### src/rtl/async_fifo_wr_adapter.sv
// async_fifo_wr_adapter: skid-buffered valid/ready front end driving the async FIFO write port
module async_fifo_wr_adapter #(
    parameter int DATA_WIDTH = 8,
    parameter int CNT_WIDTH  = 16
) (
    input  logic                  wclk,
    input  logic                  wrst_n,
    input  logic                  s_valid,
    input  logic [DATA_WIDTH-1:0] s_data,
    output logic                  s_ready,
    input  logic                  wfull,
    output logic                  winc,
    output logic [DATA_WIDTH-1:0] wdata,
    output logic [1:0]            occupancy,
    input  logic                  stall_clr,
    output logic [CNT_WIDTH-1:0]  stall_cnt
);
    typedef enum logic [1:0] {EMPTY = 2'd0, ONE = 2'd1, TWO = 2'd2} state_t;
    state_t state, next_state;
    logic [DATA_WIDTH-1:0] tail;
    logic accept, pop;
    assign accept = s_valid & s_ready;
    assign pop = (state != EMPTY) & ~wfull;
    assign winc = pop;
    assign occupancy = state;
    always_comb
        next_state = state == EMPTY ? (accept ? ONE : EMPTY) :
                     state == ONE   ? (accept & ~pop ? TWO : ~accept & pop ? EMPTY : ONE) :
                                      (pop ? ONE : TWO);
    always_ff @(posedge wclk or negedge wrst_n) begin
        if (!wrst_n) begin
            state     <= EMPTY;
            s_ready   <= 1'b0;
            wdata     <= '0;
            tail      <= '0;
            stall_cnt <= '0;
        end else begin
            state   <= next_state;
            s_ready <= next_state != TWO;
            if (accept && (state == EMPTY || pop))
                wdata <= s_data;
            else if (state == TWO && pop)
                wdata <= tail;
            if (accept && state == ONE && !pop)
                tail <= s_data;
            if (stall_clr)
                stall_cnt <= '0;
            else if (state != EMPTY && wfull && !(&stall_cnt))
                stall_cnt <= stall_cnt + 1'b1;
        end
    end
endmodule

### config.mk
export PLATFORM = sky130hd
export DESIGN_NAME = async_fifo_wr_adapter
export DESIGN_NICKNAME = d
export VERILOG_FILES = /design/src/rtl/async_fifo_wr_adapter.sv
export SDC_FILE = /design/constraint.sdc
export NUM_CORES = 1
export LEC_CHECK = 0
export BUFFER_PORTS_ARGS = -buffer_cell sky130_fd_sc_hd__buf_2
export CORE_MARGIN = 5
export CORE_UTILIZATION = 57
export CTS_CLUSTER_DIAMETER = 150
export CTS_CLUSTER_SIZE = 25
export DETAILED_ROUTE_END_ITERATION = 7
export GPL_TIMING_DRIVEN = 1
export PLACE_DENSITY = 0.9
export SYNTH_ARGS = -nofsm -noshare
export SYNTH_HDL_FRONTEND = slang
export SYNTH_SLANG_ARGS = --single-unit
### constraint.sdc
create_clock -name wclk -period 2.9 [get_ports wclk]
set_input_delay 0.29 -clock wclk [delete_from_list [all_inputs] [get_ports wclk]]
set_output_delay 0.29 -clock wclk [all_outputs]
set_load 0.02 [all_outputs]
; After elaboration in Yosys (flattened, before gate mapping)
; Index checks and enable logic that the tools add are counted.
[totals]
register_bits = 35
wordCells = 40
inputBits = 13
[classes]
reduce_logical = 14
n_bitwise = 7
eq_ne = 3
mux = 10
n_addsub = 1
[op_table]
columns = operator, count
row1 = two-way mux 16 bit, 2
row2 = adder 16 x 1 -> 16 bit (second input constant), 1
row3 = two-way mux 8 bit, 2
row4 = AND reduction 16 bit, 1
row5 = two-way mux 2 bit, 4
row6 = logical AND 1 bit, 6
row7 = nonzero test 2 bit, 3
row8 = bitwise AND 1 bit, 4
row9 = inverter 1 bit, 3
row10 = == test 2 x 1 -> 1 bit (second input constant), 1
row11 = == test 2 bit (second input constant), 1
row12 = logical NOT 1 bit, 2
row13 = logical NOT 2 bit, 1
row14 = two-way mux 1 bit, 2
row15 = inequality test 2 bit (second input constant), 1
row16 = logical OR 1 bit, 1

; Logic depth before layout (Yosys ltp)
; Gate-level depths: netlist of run 1.
[depth]
ltp_word = 8
ltp_mapped = 7
mapped_depth_nobuf = 6

; Least setup slack after synthesis of run 1
; No wires, ideal clock.
[synth_path]
path_kind = register -> register
start = reg state[1], in the netlist occupancy[1]
end = reg s_ready
t_required_ns = 2.763
synth_period_minus_slack_ns = 1.772
n_path_buf = 1
t_arrival_ns = 1.635
setup_slack_ns = 1.128
setup_ns = 0.137
stages_incl_launch_ff = 7
path_cell_list = dfrtp_1 buf_2 nor2_1 or2_2 ha_1 a211oi_1 a32oi_1
[synth_between]
elab_chain_len = 8
[synth_rtl]
columns = item, line
row1 = start: declaration, 19  ; state_t state, next_state;
row2 = start signal: assignment, 38  ; state <= next_state;
row3 = nonzero test 2 bit, 23  ; assign pop = (state != EMPTY) & ~wfull;
row4 = bitwise AND 1 bit, 23
row5 = bitwise AND 1 bit / inverter 1 bit (equally long branches), 28  ; state == ONE ? (accept & ~pop ? TWO : ~accept & pop ? EMPTY : ONE) :
row6 = two-way mux 1 bit / bitwise AND 1 bit (equally long branches), 28
row7 = two-way mux 2 bit (2 in a row), 28
row8 = two-way mux 2 bit (*), 27  ; next_state = state == EMPTY ? (accept ? ONE : EMPTY) :
row9 = inequality test 2 bit (*), 39  ; s_ready <= next_state != TWO;
row10 = end signal: assignment, 33  ; s_ready <= 1'b0;
row11 = end signal: assignment, 39
row12 = end: declaration, 10  ; output logic s_ready,
; Mark *: on every way between the ends. The rest lies on a longest branch, timed or not.
; A chain may end at the register's enable or synchronous reset.

; Final worst setup path of run 1
[layout_path]
start = reg stall_cnt[0]
end = reg stall_cnt[0]
[layout_between]
elab_chain_len = 4
[layout_rtl]
columns = item, line
row1 = start: declaration, 16  ; output logic [CNT_WIDTH-1:0] stall_cnt
row2 = start signal: assignment, 49  ; stall_cnt <= stall_cnt + 1'b1;
row3 = "parallel branches: the longest is 4 deep, another holds adder 16 x 1 -> 16 bit", --
; Parallel ways; which one is timed is not known. The select of a mux whose other input is x is not followed.

==> results of run 1 <==
## state kept, by name (all words and copies together), names as in the netlist
signal     flops
tail           8
stall_cnt     16
occupancy      2
wdata          8
s_ready        1
## final timing paths
check                                         start                  endpoint  slack [ns]
setup / recovery           stall_cnt[0]$_DFFE_PN0P_  stall_cnt[0]$_DFFE_PN0P_        1.07
hold / removal                               wrst_n  stall_cnt[9]$_DFFE_PN0P_        0.01
setup reg to reg           stall_cnt[0]$_DFFE_PN0P_  stall_cnt[0]$_DFFE_PN0P_        1.07
hold reg to reg                 tail[2]$_DFFE_PN0P_       tail[2]$_DFFE_PN0P_        0.52
max in group asynchronous                    wrst_n  stall_cnt[2]$_DFFE_PN0P_        2.40
min in group wclk                         s_data[2]      wdata[2]$_DFFE_PN0P_        0.15
## report_power, final
part / switching (mW) / leakage [nW] / internal [mW]
clock: 0.162 / 0.0293 / 0.0945
sequential: 0.0993 / 0.451 / 0.625
combinational: 0.299 / 0.426 / 0.214
## logic make-up (layout without fill, tap and decap cells)
kind of cell,after synthesis,count (layout),share of synthesized area (%)
buffers and inverters,13,54,3.47
and+or+nand+nor,61,61,19.4
adders and majority gates,2,2,1.42
AOI/OAI and AO/OA,25,25,9.36
DFF,35,35,49.6
xor gates and xnor gates,13,13,6.45
muxes,17,17,10.2
## stage by stage
step / util (%) / cell area [um2]
final: 67.3 / 2020
after global routing: 67.3 / 2020
after CTS: 67.3 / 2020
after detailed placement: 65.6 / 1970
after global placement: 65.6 / 1970
after floorplan: - / 1760
## critical path, stage by stage (launching register included)
cell and delay, ns:
sky130_fd_sc_hd__dfrtp_1 0.43, sky130_fd_sc_hd__ha_1 0.19, sky130_fd_sc_hd__nand3_1 0.17, sky130_fd_sc_hd__nor3_4 0.42, sky130_fd_sc_hd__a21oi_1 0.23, sky130_fd_sc_hd__xnor2_1 0.20, sky130_fd_sc_hd__nor2_1 0.06
## placed cells by master (no fill, tap or decap), types with 2 or more instances in the layout
master	netlist	routed
sky130_fd_sc_hd__a211oi_1	2	2
sky130_fd_sc_hd__a21oi_1	7	7
sky130_fd_sc_hd__buf_2	3	40
sky130_fd_sc_hd__clkbuf_1	2	2
sky130_fd_sc_hd__clkbuf_4	0	5
sky130_fd_sc_hd__dfrtp_1	35	35
sky130_fd_sc_hd__ha_1	2	2
sky130_fd_sc_hd__inv_1	5	5
sky130_fd_sc_hd__mux2_2	8	8
sky130_fd_sc_hd__mux2i_1	9	9
sky130_fd_sc_hd__nand2_1	14	14
sky130_fd_sc_hd__nand3_1	6	6
sky130_fd_sc_hd__nand4_1	2	2
sky130_fd_sc_hd__nor2_1	20	20
sky130_fd_sc_hd__nor3_1	3	3
sky130_fd_sc_hd__nor4_2	3	3
sky130_fd_sc_hd__o21ai_0	8	8
sky130_fd_sc_hd__or2_1	2	2
sky130_fd_sc_hd__xnor2_1	13	13
## routing by layer
layer | part of all wire (%) | GRT usage (%) | vias up
met5 | 0 | 0 | -
met1 | 43 | 21.5 | 627
li1 | - | - | 657
met4 | 0.85 | 5.18 | 0
met2 | 49 | 31.4 | 44
met3 | 7.4 | 7.01 | 4
## area by class of cell
cell class | count | share of cell area, %
clock buffers | 7 | 2.23
clock inverters | 1 | 0.248
inverters | 5 | 0.929
multi-input cells | 118 | 40.9
flip-flops and latches | 35 | 43.3
well taps | 33 | 2.04
repair buffers | 41 | 10.3
==> reports/results.ini, run 1 <==
[status]
outcome = finished clean

[routing]
num_vias = 1332
detailedRoute.firstIterationViolations = 111
drc_errors = 0
drtAntennaViolNets = 0
first_pass_iters = 4
route.detailed.wl_per_inst_um = 14.3
viasPerCell = 5.55
wirelength_um = 3430

[layout]
drive_gt1_share_pct = 31.4
post_layout_nonfiller_instances = 240
layout.filler_cells = 242
diodes = 0
areaGrowthSynthToFinish_pct = 14.5
nNetsFinal = 221
multi_input_area_um2 = 827
layout.area.seq_um2 = 876

[timing]
final_critical_path_setup_slack_ns = 1.07
fmaxAchievable_mhz = 547
final_period_util_pct = 63.0
timing.setup.tns_ns = 0
rsz0062_at_grt = false
finalHoldWorstSlack_ns = 0.0104
final-setup-viol-count = 0
tightestPinTransition_ns = 0.823
hold_viol = 0
max_slew_margin_pct = 45.0
clock-skew-final_ns = 0.00880
final_critical_path_required_period_ns = 1.83
timing.final.max_slew_violations = 0

[setup_path]
timing.reg2reg.worst_path_depth = 6
worstSetupPathType = reg -> reg
start_kind = flop
required_ns = 3.12
timing.critical_path.fanout_max = 7
timing.critical_path.to_type = flop
worstPathArrival_ns = 2.05

[synth]
post_synth_instance_area_um2 = 1760
synth_top_flop_cell = sky130_fd_sc_hd__dfrtp_1
synth-edff-count = 0
synth-seq-area-share_pct = 49.6
post-synth-top-area-cell = sky130_fd_sc_hd__dfrtp_1
netlist.area_leader.share_pct = 49.6
ys_top_cells_by_area = sky130_fd_sc_hd__dfrtp_1, sky130_fd_sc_hd__xnor2_1, sky130_fd_sc_hd__mux2i_1, sky130_fd_sc_hd__mux2_2, sky130_fd_sc_hd__nor2_1
syn_area_per_cell_um2 = 10.6
net_count_after_synthesis = 181
netlist_instances = 166
synth-warning-count = 0
netlist-cell-type-count = 40
synth.ff_latch_count = 35
post_synth_most_frequent_cells = sky130_fd_sc_hd__dfrtp_1, sky130_fd_sc_hd__nor2_1, sky130_fd_sc_hd__nand2_1, sky130_fd_sc_hd__xnor2_1, sky130_fd_sc_hd__mux2i_1
ys_async_sr_fraction_pct = 100
yosysMostFrequentCell = sky130_fd_sc_hd__dfrtp_1

[hold_path]
hold_removal_path_class = in -> async

[cts]
cts_root_buffer = sky130_fd_sc_hd__clkbuf_4
hold_buf_cts = 0
cts-root-to-sink-buffers = 2
clk-insertion-delay-late_ns = 0.34
tritoncts = built
clock_tree.htree_level_count = 2
clock_sink_count = 35
cts_post_setup_buffers_inserted = 0
cts.reportedPaths.clkPinSlew_ns = 0.11
ctsResizeCount = 0
cts_made_buffers = 5

[power]
total_power_mw = 1.49
static_leak_nw = 0.906
vdd_drop_max_v = 0.000509
powerDensity_nw_per_um2 = 739

[global_routing]
grt_max_degree = 36
via_count_of_the_first_global_routing_pass = 1339
grt_first_pass_wirelength_um = 6030
overflow = 0
global_route.usage.total_pct = 18.4
number_of_antenna_violations_at_the_first_check_in_global_routing = 0

[floorplanning]
design.die.area_um2 = 4310
core_region_area_um2 = 3000
die_height_um = 65.6
initial_core_util_pct = 58.8
num_io_pins = 41
die_x_um = 65.6
row_count = 20

[placed_design]
pre_cts_ws_ns = 1.10
total_half_perimeter_wirelength_after_legalization_and_detailed_placement_um = 2460
finalWeightedCongestion = 0.828
number_of_buffers_inserted_by_port_buffering = 40
post-place-cells = 232

[flow_run]
drv_cap = 0

(Power assumes the default switching activity.)
==> run 2, diff against run 1 <==
--- a/config.mk
+++ b/config.mk
@@ -7,12 +7,12 @@
 export LEC_CHECK = 0
 export BUFFER_PORTS_ARGS = -buffer_cell sky130_fd_sc_hd__buf_2
 export CORE_MARGIN = 5
-export CORE_UTILIZATION = 57
+export CORE_UTILIZATION = 48
 export CTS_CLUSTER_DIAMETER = 150
 export CTS_CLUSTER_SIZE = 25
 export DETAILED_ROUTE_END_ITERATION = 7
 export GPL_TIMING_DRIVEN = 1
-export PLACE_DENSITY = 0.9
+export PLACE_DENSITY = 0.81
 export SYNTH_ARGS = -nofsm -noshare
 export SYNTH_HDL_FRONTEND = slang
 export SYNTH_SLANG_ARGS = --single-unit
==> constraint.sdc (replaced) <==
create_clock -name wclk -period 1.64 [get_ports wclk]
set_input_delay 0.164 -clock wclk [delete_from_list [all_inputs] [get_ports wclk]]
set_output_delay 0.164 -clock wclk [all_outputs]
set_load 0.02 [all_outputs]
==> run 2 against run 1 <==
First-iteration DRC count decreased by 29%. Sequential power is 75% higher. Critical endpoint is now stall_cnt[1]$_DFFE_PN0P_. Total power grew 96%. Clock skew fell by 0.0030 ns. Non-clock buffer count up 19. Worst setup slack got worse by 1.0 ns. Via count up 7.2%. Combinational power up 100%. Critical path depth up 1. Sequential share of layout area decreased by 5.3 points. Die area rose by 16%.
==> reports/results.ini, run 2 (same netlist as run 1, synthesis figures left out) <==
[status]
outcome = finished clean

[cts]
tritoncts = built
clock_tree.htree_level_count = 2  ; unchanged
cts_made_buffers = 5  ; unchanged
cts.reportedPaths.clkPinSlew_ns = 0.07  ; -0.04 ns
cts_root_buffer = sky130_fd_sc_hd__clkbuf_8
clk-insertion-delay-late_ns = 0.29  ; -0.05 ns
cts-root-to-sink-buffers = 2  ; unchanged
clock_sink_count = 35  ; unchanged

[timing]
timing.final.max_slew_violations = 0  ; unchanged
final_critical_path_required_period_ns = 1.61  ; -0.217 ns
clock-skew-final_ns = 0.00580  ; -0.00301 ns
fmaxAchievable_mhz = 621  ; +13%
final_critical_path_setup_slack_ns = 0.0292  ; -1.04 ns
tightestPinTransition_ns = 0.433  ; -0.390 ns
final-setup-viol-count = 0  ; unchanged
rsz0062_at_grt = true
max_slew_margin_pct = 71.2  ; +26 points
final_period_util_pct = 98.2  ; +35 points
finalHoldWorstSlack_ns = 0.0917  ; +0.0812 ns
hold_viol = 0  ; unchanged

[setup_path]
worst_path_dominant_cell_family = simple AND/OR/NAND/NOR gates
cp_slowest_stage_delay_ns = 0.42  ; about the same
required_ns = 1.81  ; -1.31 ns
worstPathArrival_ns = 1.78  ; -0.27 ns
cell_chain_critical_path = ha_4 -> nand3_2 -> nor3_4 -> a21oi_2 -> buf_4 -> mux2i_1 -> nor2_1
timing.critical_path.buf_inv = 1  ; +1
start_kind = flop
cpMaxStageDelayCell = sky130_fd_sc_hd__dfrtp_2
worstSetupPathType = reg -> reg
timing.critical_path.fanout_max = 5  ; -2
timing.critical_path.to_type = flop

[routing]
drtAntennaViolNets = 0  ; unchanged
first_pass_iters = 4  ; unchanged
viasPerCell = 5.21  ; -6.1%
detailedRoute.firstIterationViolations = 79  ; -29%
num_vias = 1428  ; +7.2%
wirelength_um = 3870  ; +13%
route.detailed.wl_per_inst_um = 14.1  ; -1.0%
drc_errors = 0  ; unchanged

[floorplanning]
die_height_um = 70.6  ; +7.6%
row_count = 22  ; +10%
num_io_pins = 41  ; unchanged
core_region_area_um2 = 3610  ; +20%
die_x_um = 70.6  ; +7.6%
design.die.area_um2 = 4990  ; +16%
initial_core_util_pct = 48.9  ; -9.8 points

[layout]
layout.area.seq_um2 = 882  ; +0.71%
top_regs = stall_cnt: 16 flops, tail: 8 flops, wdata: 8 flops
final_common_cell = sky130_fd_sc_hd__buf_2
largest_register = stall_cnt
drive_gt1_share_pct = 43.8  ; +12 points
final_cell_mix = sky130_fd_sc_hd__buf_2, sky130_fd_sc_hd__dfrtp_1, sky130_fd_sc_hd__nor2_1, sky130_fd_sc_hd__buf_4, sky130_fd_sc_hd__nand2_1
post_layout_nonfiller_instances = 274  ; +14%
largest_reg_flops = 16  ; unchanged
areaGrowthSynthToFinish_pct = 31.3
multi_input_area_um2 = 906  ; +9.5%
diodes = 0  ; unchanged
nNetsFinal = 240  ; +8.6%
layout.filler_cells = 296  ; +22%

[placed_design]
total_half_perimeter_wirelength_after_legalization_and_detailed_placement_um = 2720  ; +11%
finalWeightedCongestion = 0.843  ; +1.8%
post-place-cells = 264  ; +14%
number_of_buffers_inserted_by_port_buffering = 40  ; unchanged
pre_cts_ws_ns = 0.00826  ; -1.09 ns

[global_routing]
grt_most_used_layer = met2
groute.layer.met2.usage_pct = 25.2  ; -6.3 points
grtUsageMet3_pct = 5.26  ; -1.8 points
number_of_antenna_violations_at_the_first_check_in_global_routing = 0  ; unchanged
global_route.usage.total_pct = 15.9  ; -2.6 points
grt_max_degree = 36  ; unchanged
gr-usage-met1_pct = 20.6  ; -0.89 points
grt_first_pass_wirelength_um = 6320  ; +4.8%
via_count_of_the_first_global_routing_pass = 1377  ; +2.8%
overflow = 0  ; unchanged

[flow_run]
drv_cap = 0  ; unchanged

[power]
static_leak_nw = 1.02  ; +13%
powerDensity_nw_per_um2 = 1260  ; +71%
switching_power_mw = 1.05  ; +88%
clock_power_share_pct = 20.9  ; +3.7 points
share_seq_of_total_power_pct = 43.6  ; -4.9 points
power.internal_mw = 1.87  ; +100%
net_switching_share_of_the_total_power_pct = 36.0  ; -1.5 points
p_comb_share_pct = 35.5  ; +1.2 points
vdd_drop_max_v = 0.000892  ; +75%

[hold_path]
hold_removal_path_class = in -> reg

-- run 2: worst reg2reg max path, cell delays in order, from the launching register on --
cell and delay, ns:
sky130_fd_sc_hd__dfrtp_2 0.42, sky130_fd_sc_hd__ha_4 0.15, sky130_fd_sc_hd__nand3_2 0.12, sky130_fd_sc_hd__nor3_4 0.34, sky130_fd_sc_hd__a21oi_2 0.10, sky130_fd_sc_hd__buf_4 0.17, sky130_fd_sc_hd__mux2i_1 0.15, sky130_fd_sc_hd__nor2_1 0.05
-- run 2: layer usage --
layer  wire [um]  vias to the layer above
met5           0                        -
met3         240                        7
li1            -                      696
met2        1830                       34
met1        1750                      691
met4          55                        0
-- run 2: per-stage QoR --
step | instance area (um2) | setup TNS (ns) | util (%) | total power, mW
2_1_floorplan | 1780 | -0.0204 | - | 1.94
3_3_place_gp | 2140 | 0 | 59.4 | 2.25
3_5_place_dp | 2140 | 0 | 59.4 | 2.29
4_1_cts | 2240 | 0 | 62.1 | 2.90
5_1_grt | 2320 | -0.294 | 64.2 | 3.12
6_report | 2320 | 0 | 64.2 | 2.92
-- run 2: layout make-up --
cell class                      instances  share of cell area, %
Multi-Input combinational cell        118                   39.1
Clock inverter                          3                  0.648
Clock buffer                            5                   2.97
Timing Repair Buffer                   60                   15.8
Tap cell                               48                   2.59
Inverter                                5                  0.810
Sequential cell                        35                   38.1
-- run 2: path summary, 6_finish.rpt --
kind                                        endpoint                     start  cells after the start  slack, ns
setup / recovery            stall_cnt[1]$_DFFE_PN0P_  stall_cnt[0]$_DFFE_PN0P_                      7       0.03
setup reg to reg            stall_cnt[1]$_DFFE_PN0P_  stall_cnt[0]$_DFFE_PN0P_                      7       0.03
hold reg to reg                  tail[0]$_DFFE_PN0P_       tail[0]$_DFFE_PN0P_                      1       0.51
min in group asynchronous  stall_cnt[14]$_DFFE_PN0P_                    wrst_n                      3       0.44
hold / removal                  wdata[6]$_DFFE_PN0P_                 s_data[6]                      3       0.09
max in group asynchronous   stall_cnt[4]$_DFFE_PN0P_                    wrst_n                      3       0.86
-- run 2: repair_timing --
action,4_1_cts,5_1_grt
pin swaps,0,3
hold endpoints to repair,35,0
setup buffers,0,1
resized for setup,1,11
setup endpoints to repair,2,13
hold buffers,1,0
-- run 2: power groups by stage --
stage / sequential [mW] / clock, mW / combinational, mW
after floorplan: 1.43 / 0 / 0.503
after global placement: 1.27 / 0 / 0.987
after detailed placement: 1.28 / 0 / 1.01
after CTS: 1.27 / 0.624 / 1.01
after global routing: 1.30 / 0.671 / 1.14
final: 1.27 / 0.611 / 1.04
==> run 3, diff against run 2 <==
==> constraint.sdc (replaced) <==
create_clock -name wclk -period 1.64 [get_ports wclk]
set_input_delay 0.164 -clock wclk [delete_from_list [all_inputs] [get_ports wclk]]
set_output_delay 0.164 -clock wclk [all_outputs]
set_load 0.01 [all_outputs]
==> run 3 against run 2 <==
Combinational power shrank 14%. Total power shrank 5.3%. Critical path type unchanged. Critical endpoint is now stall_cnt[14]$_DFFE_PN0P_. Sequential cell count is the same. Worst setup slack gained 0.016 ns. Highest routed layer unchanged. Cell area shrank 0.81%. Global-route usage shrank 0.66 points. Clock power grew 1%. Largest cell class unchanged. Clock-buffer cell count grew 1. Core utilization shrank 0.52 points. Wire length shrank 7.8%.
==> reports/results.ini, run 3 (same netlist as run 1, synthesis figures left out) <==
[placed_design]
total_half_perimeter_wirelength_after_legalization_and_detailed_placement_um = 2650  ; -2.4%
number_of_buffers_inserted_by_port_buffering = 40  ; unchanged
finalWeightedCongestion = 0.825  ; -2.1%

[timing]
rsz0062_at_grt = true
final_period_util_pct = 97.3  ; -0.95 points
max_slew_margin_pct = 71.4  ; +0.20 points
timing.final.max_slew_violations = 0  ; unchanged
final_critical_path_required_period_ns = 1.60  ; -0.0156 ns
hold_viol = 0  ; unchanged
clock-skew-final_ns = 0.00390  ; -0.00190 ns
fmaxAchievable_mhz = 627  ; +0.98%
final-setup-viol-count = 0  ; unchanged
tightestPinTransition_ns = 0.430  ; -0.00296 ns
timing.setup.tns_ns = 0  ; unchanged

[layout]
areaGrowthSynthToFinish_pct = 30.2
nNetsFinal = 242  ; +0.83%
largest_register = stall_cnt
top_regs = stall_cnt: 16 flops, tail: 8 flops, wdata: 8 flops
largest_reg_flops = 16  ; unchanged
final_cell_mix = sky130_fd_sc_hd__buf_2, sky130_fd_sc_hd__dfrtp_1, sky130_fd_sc_hd__buf_4, sky130_fd_sc_hd__nor2_1, sky130_fd_sc_hd__nand2_1
layout.filler_cells = 305  ; +3.0%
diodes = 0  ; unchanged
final_common_cell = sky130_fd_sc_hd__buf_2
drive_gt1_share_pct = 42.7  ; -1.1 points

[routing]
wl_met2_um = 1730  ; -5.6%
viasPerCell = 5.12  ; -1.8%
met1_length_um = 1570  ; -11%
routed-wl-met3_um = 232  ; -3.3%
maxUsedRoutingLayer = met4
drc_errors = 0  ; unchanged
drtAntennaViolNets = 0  ; unchanged
route.detailed.wl_per_inst_um = 13.0  ; -8.2%
first_pass_iters = 4  ; unchanged
num_vias = 1407  ; -1.5%
wirelength_um = 3570  ; -7.8%
detailedRoute.firstIterationViolations = 102  ; +29%

[flow_run]
drv_cap = 0  ; unchanged

[power]
clock_power_share_pct = 22.3  ; +1.4 points
share_seq_of_total_power_pct = 45.2  ; +1.6 points
switching_power_mw = 0.873  ; -17%
total_power_mw = 2.77  ; -5.3%
power.internal_mw = 1.90  ; +1.4%
p_comb_share_pct = 32.5  ; -3.0 points
static_leak_nw = 1.03  ; +1.2%
powerDensity_nw_per_um2 = 1210  ; -4.5%
net_switching_share_of_the_total_power_pct = 31.5  ; -4.5 points
vdd_drop_max_v = 0.000435  ; -51%

[floorplanning]
die_x_um = 70.6  ; unchanged
die_height_um = 70.6  ; unchanged
row_count = 22  ; unchanged
design.die.area_um2 = 4990  ; unchanged
initial_core_util_pct = 48.9  ; unchanged
core_region_area_um2 = 3610  ; unchanged
num_io_pins = 41  ; unchanged

[setup_path]
timing.critical_path.buf_inv = 0  ; -1
worstSetupPathType = reg -> reg
cpMaxStageDelayCell = sky130_fd_sc_hd__dfrtp_1
worstPathArrival_ns = 1.76  ; -0.02 ns
cp_slowest_stage_delay_ns = 0.39  ; -0.03 ns
timing.critical_path.fanout_max = 6  ; +1
start_kind = flop
worst_path_dominant_cell_family = simple AND/OR/NAND/NOR gates
cell_chain_critical_path = ha_2 -> nand3_2 -> nand2b_4 -> nor4_2 -> xnor2_1 -> nor2_1
timing.critical_path.to_type = flop
required_ns = 1.80  ; about the same

[global_routing]
overflow = 0  ; unchanged
global_route.usage.total_pct = 15.2  ; -0.66 points
number_of_antenna_violations_at_the_first_check_in_global_routing = 0  ; unchanged
grt_max_degree = 36  ; unchanged
via_count_of_the_first_global_routing_pass = 1416  ; +2.8%
grt_first_pass_wirelength_um = 6150  ; -2.7%

[cts]
cts_made_buffers = 5  ; unchanged
clk-insertion-delay-late_ns = 0.28  ; about the same
clock_sink_count = 35  ; unchanged
cts_root_buffer = sky130_fd_sc_hd__clkbuf_8
cts-root-to-sink-buffers = 2  ; unchanged
clock_tree.htree_level_count = 2  ; unchanged
cts.reportedPaths.clkPinSlew_ns = 0.07  ; about the same
tritoncts = built

[status]
outcome = finished clean

[hold_path]
hold_removal_path_class = in -> reg

==> run 3: cell types whose count changed in the layout (fill, tap and decap cells not counted), moves of 2 or more <==
cell,before,now
sky130_fd_sc_hd__buf_4,18,21
sky130_fd_sc_hd__clkinv_2,3,1
sky130_fd_sc_hd__dfrtp_1,30,33
sky130_fd_sc_hd__dfrtp_2,5,2
sky130_fd_sc_hd__ha_4,2,0
==> run 3: metal layers <==
metal / vias up / track usage, %
met5: - / 0
met1: 670 / 18.7
met4: 0 / 4.18
met2: 34 / 25.3
met3: 6 / 5.54
li1: 697 / -
==> run 3: what timing repair did <==
action                                  CTS  global route
resized for setup                         0            13
pin swaps                                 0             4
endpoints found under the setup margin    1            15
hold buffers                              1             0
buffers inserted                          0             1
endpoints found under the hold margin    35             0
==> run 3: final timing paths <==
path | startpoint | to | slack, ns | cells past startpoint
worst min register to register | tail[6]$_DFFE_PN0P_ | tail[6]$_DFFE_PN0P_ | 0.51 | 1
worst max-delay path | stall_cnt[0]$_DFFE_PN0P_ | stall_cnt[14]$_DFFE_PN0P_ | 0.04 | 6
worst min-delay path | s_data[4] | wdata[4]$_DFFE_PN0P_ | 0.1 | 3
max in group asynchronous | wrst_n | occupancy[0]$_DFF_PN0_ | 0.87 | 3
worst max register to register | stall_cnt[0]$_DFFE_PN0P_ | stall_cnt[14]$_DFFE_PN0P_ | 0.04 | 6
min in group asynchronous | wrst_n | tail[1]$_DFFE_PN0P_ | 0.44 | 3
==> run 3: area by class of cell <==
cell class	instances	area, um2	share of cell area [%]
Timing Repair Buffer	62	368	16.0
Tap cell	48	60.1	2.61
Inverter	5	18.8	0.817
Multi-Input combinational cell	118	885	38.5
Clock buffer	6	82.6	3.59
Clock inverter	1	5.00	0.218
Sequential cell	35	878	38.2
==> run 3: worst register-to-register path, cell delays in order, from the launching register on <==
cell and delay [ns]:
sky130_fd_sc_hd__dfrtp_1 0.39, sky130_fd_sc_hd__ha_2 0.21, sky130_fd_sc_hd__nand3_2 0.12, sky130_fd_sc_hd__nand2b_4 0.22, sky130_fd_sc_hd__nor4_2 0.33, sky130_fd_sc_hd__xnor2_1 0.16
sky130_fd_sc_hd__nor2_1 0.05
==> run 3: power by group through the flow <==
stage / clock network (mW) / registers, mW / logic (mW)
final: 0.618 / 1.25 / 0.899
after global routing: 0.675 / 1.29 / 1.01
after CTS: 0.641 / 1.25 / 0.901
after detailed placement: 0 / 1.27 / 0.898
after global placement: 0 / 1.26 / 0.878
after floorplan: 0 / 1.32 / 0.491
==> run 3: metrics by stage <==
step	hold WS, ns	setup slack, ns	cell area, um2	instances	util [%]
final	0.0968	0.0448	2300	275	63.7
after detailed placement	0.225	0.0111	2140	266	59.3
after floorplan	-0.132	-0.0144	1770	166	-
after CTS	0.0911	-0.00741	2230	274	62.0
after global placement	0.220	0.0317	2140	266	59.3
after global routing	0.117	-0.0329	2300	275	63.7
